--- src/rtl/cmp_seq_ctrl_pkg.sv ---
// Shared constants for the nibble-serial magnitude comparator controller.
package cmp_seq_ctrl_pkg;

  localparam int unsigned NIB_W = 4;

  typedef enum logic [1:0] {
    ST_IDLE = 2'b00,
    ST_RUN  = 2'b01,
    ST_DONE = 2'b10
  } state_t;

endpackage

--- src/rtl/cmp_seq_ctrl_cmp4.sv ---
// Combinational 4-bit unsigned magnitude comparator, the shared compare resource.
module cmp_4bit
  import cmp_seq_ctrl_pkg::*;
(
  input  logic [NIB_W-1:0] a,
  input  logic [NIB_W-1:0] b,
  output logic             lth_c,
  output logic             equ_c,
  output logic             gth_c
);

  assign lth_c = (a < b);
  assign equ_c = (a == b);
  assign gth_c = (a > b);

endmodule

--- src/rtl/cmp_seq_ctrl.sv ---
// Multi-cycle 4N-bit magnitude comparator: walks operand nibbles MSB first
// through one cmp_4bit, stopping at the first unequal nibble.
module cmp_seq_ctrl
  import cmp_seq_ctrl_pkg::*;
#(
  parameter int unsigned N = 4
) (
  input  logic           clk,
  input  logic           rst,
  input  logic           req,
  input  logic           sgn,
  input  logic [4*N-1:0] x,
  input  logic [4*N-1:0] y,
  output logic           ack,
  output logic           busy,
  output logic           lth,
  output logic           equ,
  output logic           gth
);

  localparam int unsigned W  = NIB_W * N;
  localparam int unsigned CW = (N > 1) ? $clog2(N) : 1;

  state_t         state, state_nx;
  logic [W-1:0]   xs, ys, xs_nx, ys_nx;
  logic           sg, sg_nx;
  logic [CW-1:0]  cnt, cnt_nx;
  logic           ack_nx, busy_nx, lth_nx, equ_nx, gth_nx;
  logic           first;
  logic [NIB_W-1:0] nib_x, nib_y;
  logic           c_lth, c_equ, c_gth;

  // Offset-binary trick: flipping the sign bit of the top nibble makes
  // an unsigned compare order two's-complement values correctly.
  assign first = (cnt == CW'(N - 1));
  assign nib_x = xs[W-1 -: NIB_W] ^ {(sg & first), 3'b000};
  assign nib_y = ys[W-1 -: NIB_W] ^ {(sg & first), 3'b000};

  cmp_4bit u_cmp (
    .a     (nib_x),
    .b     (nib_y),
    .lth_c (c_lth),
    .equ_c (c_equ),
    .gth_c (c_gth)
  );

  // State and datapath registers.
  always_ff @(posedge clk or negedge rst) begin
    if (!rst) begin
      state <= ST_IDLE;
      xs    <= '0;
      ys    <= '0;
      sg    <= 1'b0;
      cnt   <= '0;
      ack   <= 1'b0;
      busy  <= 1'b0;
      lth   <= 1'b0;
      equ   <= 1'b0;
      gth   <= 1'b0;
    end else begin
      state <= state_nx;
      xs    <= xs_nx;
      ys    <= ys_nx;
      sg    <= sg_nx;
      cnt   <= cnt_nx;
      ack   <= ack_nx;
      busy  <= busy_nx;
      lth   <= lth_nx;
      equ   <= equ_nx;
      gth   <= gth_nx;
    end
  end

  // Next-state logic.
  always_comb begin
    state_nx = state;
    case (state)
      ST_IDLE: if (req) state_nx = ST_RUN;
      ST_RUN:  if (c_lth || c_gth || (cnt == '0)) state_nx = ST_DONE;
      ST_DONE: if (!req) state_nx = ST_IDLE;
      default: state_nx = ST_IDLE;
    endcase
  end

  // Datapath and output next values.
  always_comb begin
    xs_nx   = xs;
    ys_nx   = ys;
    sg_nx   = sg;
    cnt_nx  = cnt;
    lth_nx  = lth;
    equ_nx  = equ;
    gth_nx  = gth;
    busy_nx = (state_nx == ST_RUN);
    ack_nx  = (state_nx == ST_DONE);
    case (state)
      ST_IDLE: begin
        if (req) begin
          xs_nx  = x;
          ys_nx  = y;
          sg_nx  = sgn;
          cnt_nx = CW'(N - 1);
          lth_nx = 1'b0;
          equ_nx = 1'b0;
          gth_nx = 1'b0;
        end
      end
      ST_RUN: begin
        if (c_lth || c_gth) begin
          lth_nx = c_lth;
          gth_nx = c_gth;
        end else if (cnt == '0) begin
          equ_nx = c_equ;
        end else begin
          xs_nx  = xs << NIB_W;
          ys_nx  = ys << NIB_W;
          cnt_nx = cnt - CW'(1);
        end
      end
      default: ;
    endcase
  end

endmodule

--- config.mk ---
export PLATFORM = sky130hd
export DESIGN_NAME = cmp_seq_ctrl
export DESIGN_NICKNAME = d
export VERILOG_FILES = /design/src/rtl/cmp_seq_ctrl_pkg.sv /design/src/rtl/cmp_seq_ctrl_cmp4.sv /design/src/rtl/cmp_seq_ctrl.sv
export SDC_FILE = /design/constraint.sdc
export NUM_CORES = 1
export LEC_CHECK = 0
export BUFFER_PORTS_ARGS = -buffer_cell sky130_fd_sc_hd__buf_4
export CAP_MARGIN = 20
export CORE_MARGIN = 2
export CORE_UTILIZATION = 55
export DETAILED_ROUTE_END_ITERATION = 8
export PLACE_DENSITY = 0.84
export SLEW_MARGIN = 20
export SYNTH_ARGS = -nofsm -noshare
export SYNTH_HDL_FRONTEND = slang
export SYNTH_SLANG_ARGS = --single-unit
export TNS_END_PERCENT = 100
--- constraint.sdc ---
create_clock -name clk -period 3.93 [get_ports clk]
set_input_delay 0.5895 -clock clk [delete_from_list [all_inputs] [get_ports clk]]
set_output_delay 0.5895 -clock clk [all_outputs]
set_load 0.005 [all_outputs]
## After elaboration in Yosys (flattened, before gate mapping)

Index checks and enable logic that the tools add are counted.
W data, S select, Z words.

| storage, ports and cells | value |
|---|---|
| bits in registers | 42 |
| input bits | 36 |
| output and inout port bits | 5 |
| word-level logic and storage cells | 60 |

| operators by class | value |
|---|---|
| $add $sub $neg | 1 |
| $lt $le $gt $ge | 2 |
| eq/ne operators | 11 |
| mux-type cells | 24 |
| bitwise gates (word level) | 3 |
| reductions and logical operators | 9 |

Operators by type and width:

| operator | count |
|---|---|
| $mux W16 | 6 |
| $pmux W16 S2 | 2 |
| $mux W2 | 6 |
| $ne A2 B2 Y1 const B | 5 |
| $reduce_and A4 Y1 | 2 |
| $xor A4 B4 Y4 | 2 |
| $eq A2 B2 Y1 const B | 3 |
| $pmux W1 S2 | 3 |
| $pmux W2 S3 | 1 |
| $mux W1 | 5 |
| $eq A2 B1 Y1 const B | 2 |
| $eq A4 B4 Y1 | 1 |
| $gt A4 B4 Y1 | 1 |
| $logic_not A2 Y1 | 2 |
| $lt A4 B4 Y1 | 1 |
| $pmux W2 S2 | 1 |
| $reduce_and A3 Y1 | 1 |
| $logic_or A1 B1 Y1 | 2 |
| $reduce_and A2 Y1 | 1 |
| $reduce_bool A2 Y1 | 1 |
| $sub A2 B1 Y2 const B | 1 |
| $and A1 B1 Y1 | 1 |

## Depth between registers and ports, before layout

Gate-level depths: netlist of run 1.

| logic depth | value |
|---|---|
| depth in word-level cells | 9 |
| depth in mapped cells | 8 |
| mapped depth without buffers | 7 |

## By module

From an unflattened synthesis of run 1, not the netlist that was laid out.

| second synthesis, totals | value |
|---|---|
| cells, all modules | 160 |
| area, all modules | 2023.2 µm² |

Modules (own cells, without submodules):

| module | instances | cells each | area each (µm²) | sequential area each (µm²) |
|---|---|---|---|---|
| cmp_seq_ctrl | 1 | 144 | 1894.3 | 1051.0 |
| cmp_4bit | 1 | 16 | 128.9 | 0.0 |

## Least setup slack after synthesis of run 1

Ideal clock, no wire load.

| timing path | value |
|---|---|
| path type | register -> register |
| from | register xs[14] |
| to | register ys[9] |
| arrival | 1719 ps |
| slack | 2086 ps |
| stages on the path, launching flop included | 7 |
| clock period less this slack | 1844 ps |
| cells stage by stage | dfrtp_1 ha_1 nand2_1 o21ai_1 a31oi_4 inv_4 mux2_4 |

| between the ends | value |
|---|---|
| longest elaborated chain between the ends | 5 |

RTL lines:

| what | RTL line | source |
|---|---|---|
| start, declared | cmp_seq_ctrl.sv:25 | `logic [W-1:0] xs, ys, xs_nx, ys_nx;` |
| start signal, assigned | cmp_seq_ctrl.sv:62 | `xs <= xs_nx;` |
| $xor A4 B4 Y4 (*) | cmp_seq_ctrl.sv:36 | `assign nib_x = xs[W-1 -: NIB_W] ^ {(sg & first), 3'b000};` |
| $lt A4 B4 Y1 or $gt A4 B4 Y1 (tied branches) | cmp_seq_ctrl_cmp4.sv:12, cmp_seq_ctrl_cmp4.sv:14 |  |
| $logic_or A1 B1 Y1 (*) | cmp_seq_ctrl.sv:109 | `if (c_lth \|\| c_gth) begin` |
| $ne A2 B2 Y1 (no line) (*) | -- |  |
| $reduce_and A4 Y1 (no line) (*) | -- |  |
| end signal, assigned | cmp_seq_ctrl.sv:63 | `ys <= ys_nx;` |
| end, declared | cmp_seq_ctrl.sv:25 |  |

Mark *: on every way between the ends. The rest lies on a longest branch, timed or not.
A chain may end at the register's enable or synchronous reset.

## Worst setup path in the final report of run 1

| timing path | value |
|---|---|
| from | register xs[14] |
| to | register ys[15] |

Same word-level chain as after synthesis.

==> results of run 1 <==
[registers in the layout (all words and copies together) (netlist names)]
register  flops
gth           1
ys           16
equ           1
sg            1
ack           1
xs           16
lth           1
busy          1
cnt           2
state         2
[report_power, final]
| group | internal [mW] | switching [mW] | leakage (nW) |
|---|---|---|---|
| registers | 0.626 | 0.115 | 0.486 |
| logic | 0.372 | 0.404 | 0.735 |
| clock network | 0.141 | 0.148 | 0.0472 |
[worst max path at each step]
stage,startpoint,to,slack (ns),cells past startpoint
after detailed placement,xs[14],ys[15],1.57,6
after global placement,xs[14],ys[15],1.66,6
after floorplan,xs[14],ys[9],2.09,6
after CTS,xs[14],ys[15],1.56,6
final,xs[14],ys[15],1.58,6
after global routing,ys[14],ys[15],1.39,7
[kinds of logic (layout without fill, tap and decap cells)]
kind of cell / count (synthesis) / after routing / share of synthesized area [%]
DFF: 42 / 42 / 49.5
AOI/OAI and AO/OA: 40 / 40 / 19.5
and+or+nand+nor: 37 / 37 / 8.01
muxes: 30 / 30 / 14.5
buffers and inverters: 20 / 60 / 5.13
adders and majority gates: 5 / 5 / 2.95
xor gates and xnor gates: 1 / 1 / 0.413
[synth_stat cells, types with 3 or more instances]
library cell / instances
buf_2: 4
nand2_1: 6
nor2_1: 24
buf_6: 3
dfrtp_1: 42
inv_1: 8
ha_1: 5
clkbuf_1: 3
a22o_1: 8
a22oi_2: 19
mux2i_1: 27
a21oi_1: 3
[area by class of cell]
type                            count  area, um^2
Inverter                            9        36.3
Tap cell                           48        60.1
Sequential cell                    42        1050
Fill cell                         306        1150
Timing Repair Buffer               43         323
Clock buffer                        6        82.6
Multi-Input combinational cell    113         970
Clock inverter                      2        12.5
[worst max-delay path: cells and delay by family (launching register included)]
kind                     cells  cell delay [ns]
AO/OA/AOI/OAI                2             0.55
buffers and inverters        1             0.40
adder cells (fa/ha/maj)      1             0.31
flip-flops                   1             0.39
AND/OR/NAND/NOR              2             0.62
[per-layer routing]
layer / share of wire [%] / vias up / track usage (%) / wire length (um)
li1: - / 709 / - / -
met1: 44 / 728 / 28.0 / 1740
met2: 50 / 28 / 36.3 / 1990
met3: 3.6 / 8 / 4.09 / 144
met4: 1.9 / 0 / 8.42 / 74
met5: 0 / - / 0 / 0
==> results.py, run 1 <==
metrics = {
    "routing": {
        "vias": 1473,
        "route.detailed.wl_per_inst_um": 15.0,
        "viasPerCell": 5.60,
        "drc_errors": 0,
        "drtPass1Iterations": 4,
        "drtAntennaViolNets": 0,
        "routed_wl_mm": 3.95,
        "initialDrtViolationCount": 62,
    },
    "global_routing": {
        "antenna_found_initial": 0,
        "grt-ovfl-total": 0,
        "grtUsageTotal_pct": 21.7,
        "grt_first_pass_wirelength_mm": 7.11,
        "grt_start_max_net_pins": 43,
        "grt_pass1_vias": 1546,
    },
    "sta": {
        "setup_violations": 0,
        "post-route-min-period_ns": 2.35,
        "tightest_slew_ns": 0.626,
        "hold_slack_ns": 0.257,
        "finalCritPeriodShare_pct": 59.8,
        "slew_violations": 0,
        "finClkSkew_ns": 0.00821,
        "relSlewSlack_pct": 58.2,
        "finalSetupTns_ns": 0,
        "finalHoldViolations": 0,
        "fmax_mhz": 426,
        "layout_setup_ws_ns": 1.58,
        "rsz0062_at_grt": "no",
    },
    "critical_path": {
        "crit_path_max_fanout": 12,
        "r2r-start": "xs[14]",
        "slowest_delay_ns": 0.56,
        "r2r_cells": 6,
        "worstPathArrival_ns": 2.57,
        "cp-end-kind": "flop",
        "crit_type": "reg -> reg",
        "r2r-end": "ys[15]",
        "cp.required_ns": 4.15,
        "rrSetupSlack_ns": 1.58,
        "cp_cell_sequence": "ha_1 > nand2_1 > o21ai_1 > nand3_1 > buf_4 > a22oi_1",
        "start_kind": "flop",
        "slowest_stage": "nand3_1",
    },
    "cts": {
        "post_cts_buffers": 0,
        "clockBufferDepth": 2,
        "ctsHoldBuffers": 0,
        "clk_pin_slew_ns": 0.08,
        "clock-sinks": 42,
        "cts_buffers": 5,
        "tritoncts": "built",
        "clk_latency_ns": 0.30,
        "htreeDepth": 2,
        "post_cts_resized": 0,
        "clock-root-buffer": "clkbuf_8",
    },
    "placement": {
        "hpwl_mm": 2.78,
        "placed_cell_area_um2": 2440,
        "dp_cells": 255,
        "place_congestion": 0.875,
        "io_buffers": 40,
        "pre_cts_slack_ns": 1.57,
    },
    "logic_synthesis": {
        "syn_nets": 216,
        "synth_top_area_share_pct": 49.5,
        "ys_warn_count": 0,
        "synth_edf_count": 0,
        "ys_seq_elements": 42,
        "async_reset_ff_share_pct": 100,
        "syn_area_per_cell_um2": 12.1,
        "synth_cell_type_count": 33,
        "ys_seq_area_share_pct": 49.5,
        "syn-cell-area_um2": 2120,
        "synthTopCellsByArea": "dfrtp_1 (49%), mux2i_1 (13%), a22oi_2 (11%)",
        "synth_ff_type": "dfrtp_1",
        "synth_top_cell_by_area": "dfrtp_1",
        "synth_cells": 175,
    },
    "cells_and_area": {
        "design_area_um2": 2530,
        "nets": 255,
        "fin_cells": 263,
        "drive_gt1_share_pct": 36.3,
        "final_common_cell": "buf_4",
        "areaGrowthSynthToFinish_pct": 19.4,
        "n_antenna_cell": 0,
        "layout_common_cells": "buf_4 (43), dfrtp_1 (42), mux2i_1 (27), nor2_1 (24), a22oi_2 (19)",
        "fin_util_pct": 68.7,
    },
    "run": {
        "drv_cap": 0,
    },
    "outcome": {
        "status": "completed",
    },
    "floorplan": {
        "die_w_um": 66.1,
        "initial_core_util_pct": 57.6,
        "row_count": 22,
        "core-area_um2": 3690,
        "num_io_pins": 41,
        "die_area_um2": 4370,
        "die_h_um": 66.1,
    },
    "pwr": {
        "p_leak_nw": 1.27,
        "power_density_nw_per_um2": 713,
        "power_mw": 1.81,
        "ir_drop_mv": 0.377,
    },
    "hold_path": {
        "min_path_type": "in -> async",
    },
}
(Power assumes the default switching activity.)
==> run 2, diff against run 1 <==
--- a/config.mk
+++ b/config.mk
@@ -8,9 +8,9 @@
 export BUFFER_PORTS_ARGS = -buffer_cell sky130_fd_sc_hd__buf_4
 export CAP_MARGIN = 20
 export CORE_MARGIN = 2
-export CORE_UTILIZATION = 55
+export CORE_UTILIZATION = 49
 export DETAILED_ROUTE_END_ITERATION = 8
-export PLACE_DENSITY = 0.84
+export PLACE_DENSITY = 0.8
 export SLEW_MARGIN = 20
 export SYNTH_ARGS = -nofsm -noshare
 export SYNTH_HDL_FRONTEND = slang
==> constraint.sdc (replaced) <==
create_clock -name clk -period 2 [get_ports clk]
set_input_delay 0.3 -clock clk [delete_from_list [all_inputs] [get_ports clk]]
set_output_delay 0.3 -clock clk [all_outputs]
set_load 0.005 [all_outputs]
==> results.py, run 2 (same netlist as run 1, synthesis figures left out) <==
metrics = {
    "placement": {
        "io_buffers": 40,
        "hpwl_mm": 2.97,
        "dp_cells": 262,
        "place_congestion": 0.809,
    },
    "routing": {
        "drtPass1Iterations": 4,
        "routed_wl_mm": 4.42,
        "route.detailed.wl_per_inst_um": 16.4,
        "drc_errors": 0,
        "initialDrtViolationCount": 107,
        "viasPerCell": 5.52,
        "vias": 1490,
        "drtAntennaViolNets": 0,
    },
    "sta": {
        "finalSetupTns_ns": 0,
        "fmax_mhz": 517,
        "setup_violations": 0,
        "finalCritPeriodShare_pct": 96.7,
        "tightest_slew_ns": 0.527,
        "relSlewSlack_pct": 64.9,
        "finClkSkew_ns": 0.00271,
        "rsz0062_at_grt": "yes",
        "post-route-min-period_ns": 1.93,
        "finalHoldViolations": 0,
        "slew_violations": 0,
    },
    "floorplan": {
        "die_area_um2": 4880,
        "die_w_um": 69.8,
        "row_count": 23,
        "die_h_um": 69.8,
        "core-area_um2": 4090,
        "initial_core_util_pct": 52.0,
        "num_io_pins": 41,
    },
    "global_routing": {
        "grt_first_pass_wirelength_mm": 7.53,
        "grt_pass1_vias": 1565,
        "grt-ovfl-total": 0,
        "use_met1_pct": 26.4,
        "antenna_found_initial": 0,
        "busiest_layer": "met2",
        "grt_util_met2_pct": 30.4,
        "use_met3_pct": 6.40,
        "grtUsageTotal_pct": 19.8,
        "grt_start_max_net_pins": 43,
    },
    "pwr": {
        "power_mw": 3.80,
        "p_leak_nw": 1.31,
        "ir_drop_mv": 0.835,
        "power_density_nw_per_um2": 1460,
    },
    "cells_and_area": {
        "layout_common_cells": "buf_4 (48), dfrtp_1 (42), mux2i_1 (27), nor2_1 (24), a22oi_2 (19)",
        "nets": 261,
        "n_antenna_cell": 0,
        "fin_cells": 270,
        "final_common_cell": "buf_4",
        "reg_top3": "xs x16, ys x16",
        "areaGrowthSynthToFinish_pct": 22.8,
        "nFillCells": 343,
        "drive_gt1_share_pct": 38.2,
    },
    "hold_path": {
        "min_path_type": "in -> reg",
        "hold_path_depth": 3,
        "hold_start": "sgn",
        "hold_end": "sg",
    },
    "cts": {
        "cts_buffers": 5,
        "htreeDepth": 2,
        "clock-root-buffer": "clkbuf_8",
        "clk_pin_slew_ns": 0.07,
        "clockBufferDepth": 2,
        "clk_latency_ns": 0.30,
        "clock-sinks": 42,
        "tritoncts": "built",
    },
    "critical_path": {
        "rrSetupSlack_ns": 0.07,
        "r2r-end": "ys[14]",
        "cp.required_ns": 2.21,
        "cp-end-kind": "flop",
        "r2r-start": "xs[14]",
        "cp_cell_sequence": "ha_1 > nand2_1 > o21ai_2 > a31oi_4 > inv_4 > buf_4 > mux2i_1",
        "crit_type": "reg -> reg",
        "crit_start": "xs[14]",
        "slowest_stage": "dfrtp_1",
        "r2r_cells": 7,
        "crit_path_max_fanout": 11,
        "slowest_delay_ns": 0.39,
        "start_kind": "flop",
        "worstPathArrival_ns": 2.15,
        "path_buf_inv": 2,
        "crit_family": "compound AO/OA/AOI/OAI gates",
    },
    "outcome": {
        "status": "completed",
    },
    "run": {
        "drv_cap": 0,
    },
}
run 2: changes by cell type in the layout (fill, tap and decap cells not counted), sizes merged:
cell / previous run / this run
buf: 43 / 48
dlygate4sd3: 0 / 1
clkinv: 1 / 0
clkinvlp: 1 / 0
bufinv: 0 / 1
run 2: through the flow:
stage	hold WS, ns	util (%)	area [um^2]	worst slack (ns)
after floorplan	0.00441	-	2120	0.156
after global placement	0.317	60.7	2480	0.0705
after detailed placement	0.316	60.7	2480	-0.00940
after CTS	0.194	63.8	2610	0.0543
after global routing	0.217	63.8	2610	-0.00736
final	0.196	63.8	2610	0.0657
run 2: how the worst max path moves through the flow:
stage | to | slack [ns] | cells after the start
floorplan | ys[9] | 0.16 | 6
global placement | ys[13] | 0.07 | 7
detailed placement | xs[12] | -0.009 | 7
CTS | ys[14] | 0.05 | 6
global route | ys[14] | -0.007 | 8
finish | ys[14] | 0.07 | 7
run 2: per-layer routing:
metal  vias up  part of all wire [%]  wire (um)
met5         -                     0          0
met4         0                   1.1         50
met3         6                   6.1        269
met2        49                    49       2160
met1       716                    44       1950
li1        719                     -          -
run 2: area by class of cell:
type	count	area [um^2]	area share [%]
clock buffer	6	82.6	3.17
tap	50	62.6	2.40
clock inverter	1	30.0	1.15
timing repair buffer	49	370	14.2
sequential	42	1050	40.3
multi-input combinational	113	975	37.4
inverter	9	36.3	1.39
run 2: what timing repair did:
action                                  in CTS  in global routing
hold buffers                                 1                  0
gates resized for setup                      1                  1
hold endpoints to repair                    34                  0
setup buffers                                0                  0
endpoints found under the setup margin       3                  3
run 2: where the power goes:
part           total, mW  switching (mW)  internal, mW  leakage [nW]
sequential          1.46           0.232          1.23         0.486
clock              0.684           0.285         0.399        0.0573
combinational       1.65           0.868         0.781         0.764
run 2: worst reg2reg max path, stage by stage, from the launching register on:
cell	delay [ns]
dfrtp_1	0.39
ha_1	0.31
nand2_1	0.08
o21ai_2	0.28
a31oi_4	0.16
inv_4	0.18
buf_4	0.23
mux2i_1	0.23
==> run 3, diff against run 2 <==
==> constraint.sdc (replaced) <==
create_clock -name clk -period 1.7 [get_ports clk]
set_input_delay 0.255 -clock clk [delete_from_list [all_inputs] [get_ports clk]]
set_output_delay 0.255 -clock clk [all_outputs]
set_load 0.005 [all_outputs]
==> results.py, run 3 (same netlist as run 1, synthesis figures left out) <==
metrics = {
    "outcome": {
        "status": "completed",
    },
    "global_routing": {
        "use_met1_pct": 24.4,
        "grtUsageTotal_pct": 18.4,
        "busiest_layer": "met2",
        "grt_start_max_net_pins": 43,
        "grt_util_met2_pct": 29.4,
        "grt_first_pass_wirelength_mm": 7.14,
        "use_met3_pct": 4.94,
        "grt_pass1_vias": 1553,
        "grt-ovfl-total": 0,
        "antenna_found_initial": 0,
    },
    "placement": {
        "place_congestion": 0.777,
        "io_buffers": 40,
        "pre_cts_slack_ns": -0.0165,
        "hpwl_mm": 2.99,
    },
    "sta": {
        "tightest_slew_ns": 0.532,
        "setup_violations": 0,
        "rsz0062_at_grt": "yes",
        "fmax_mhz": 595,
        "post-route-min-period_ns": 1.68,
        "finClkSkew_ns": 0.00428,
        "finalHoldViolations": 0,
        "slew_violations": 0,
        "finalCritPeriodShare_pct": 98.9,
        "layout_setup_ws_ns": 0.0179,
        "relSlewSlack_pct": 64.5,
    },
    "cells_and_area": {
        "fin_util_pct": 67.1,
        "final_common_cell": "buf_4",
        "drive_gt1_share_pct": 42.4,
        "seq_area_um2": 1050,
        "layout_common_cells": "buf_4 (53), dfrtp_1 (42), mux2i_1 (27), nor2_1 (24), a22oi_2 (19)",
        "areaGrowthSynthToFinish_pct": 29.1,
        "nets": 269,
        "reg_top3": "xs x16, ys x16",
        "nFillCells": 328,
        "multi_input_area_um2": 1030,
        "n_antenna_cell": 0,
    },
    "critical_path": {
        "start_kind": "flop",
        "crit_start": "xs[14]",
        "crit_path_max_fanout": 6,
        "r2r-end": "ys[9]",
        "crit_family": "flip-flops",
        "slowest_stage": "dfrtp_1",
        "crit_path_end": "ys[9]",
        "cp-end-kind": "flop",
        "worstPathArrival_ns": 1.86,
        "slowest_delay_ns": 0.41,
        "cp.required_ns": 1.88,
        "crit_cells": 6,
        "r2r_cells": 6,
        "r2r-start": "xs[14]",
        "rrSetupSlack_ns": 0.02,
        "cp_cell_sequence": "ha_4 > nand2_4 > o21ai_4 > a31oi_4 > inv_4 > mux2_4",
        "crit_type": "reg -> reg",
        "path_buf_inv": 1,
    },
    "pwr": {
        "power_density_nw_per_um2": 1730,
        "ir_drop_mv": 1.01,
        "p_leak_nw": 1.36,
    },
    "cts": {
        "clockBufferDepth": 2,
        "htreeDepth": 2,
        "clk_latency_ns": 0.29,
        "cts_buffers": 5,
        "clk_pin_slew_ns": 0.08,
        "tritoncts": "built",
        "clock-root-buffer": "clkbuf_8",
        "clock-sinks": 42,
    },
    "floorplan": {
        "die_area_um2": 4880,
        "die_h_um": 69.8,
        "core-area_um2": 4090,
        "num_io_pins": 41,
        "initial_core_util_pct": 52.0,
        "die_w_um": 69.8,
        "row_count": 23,
    },
    "hold_path": {
        "min_path_type": "in -> reg",
    },
    "routing": {
        "initialDrtViolationCount": 42,
        "drtPass1Iterations": 4,
        "drtAntennaViolNets": 0,
        "vias": 1533,
        "route.detailed.wl_per_inst_um": 15.8,
        "routed_wl_mm": 4.40,
        "viasPerCell": 5.49,
        "drc_errors": 0,
    },
    "run": {
        "drv_cap": 0,
    },
}
run 3: timing repair:
action                                  4_1_cts  5_1_grt
pin swaps                                     0        4
hold buffers                                  1        0
resized for setup                             1        6
gates cloned                                  0        1
buffers inserted                              0        2
endpoints found under the setup margin        4       34
hold endpoints to repair                     42        0
run 3: metal layers:
| metal | part of all wire (%) | vias up |
|---|---|---|
| li1 | - | 732 |
| met1 | 45 | 753 |
| met2 | 49 | 42 |
| met3 | 4.7 | 6 |
| met4 | 1.3 | 0 |
| met5 | 0 | - |
run 3: worst min-delay path by stage:
stage | to | startpoint | cells after the start | slack (ns)
floorplan | ack | rst | 0 | -0.04
global placement | ack | rst | 1 | 0.27
detailed placement | sg | rst | 1 | 0.27
CTS | sg | sgn | 3 | 0.16
global route | sg | sgn | 3 | 0.17
finish | sg | sgn | 3 | 0.16
run 3: power by group:
part	internal [mW]	switching (mW)
Combinational	1.23	1.14
Clock	0.328	0.329
Sequential	1.45	0.260
run 3: tightest hold or removal path, delay by kind of cell:
kind	cells	cell delay, ns
buffers and inverters	1	0.08
and+or+nand+nor	2	0.09
run 3: cell type report:
| type | count | share of cell area [%] |
|---|---|---|
| clock buffers | 7 | 3.15 |
| clock inverters | 1 | 0.183 |
| inverters | 9 | 1.32 |
| multi-input cells | 113 | 37.4 |
| flip-flops and latches | 42 | 38.4 |
| well taps | 50 | 2.28 |
| repair buffers | 57 | 17.3 |
run 3: stage by stage:
stage                     area (um^2)  std cells  total power [mW]  hold slack [ns]  TNS [ns]
final                            2740        279              4.74            0.158         0
after global routing             2740        279              5.06            0.165   -0.0541
after CTS                        2670        276              4.48            0.161         0
after detailed placement         2560        267              3.78            0.273   -0.0210
after global placement           2560        267              3.72            0.274         0
after floorplan                  2140        175              3.19          -0.0406    -0.123
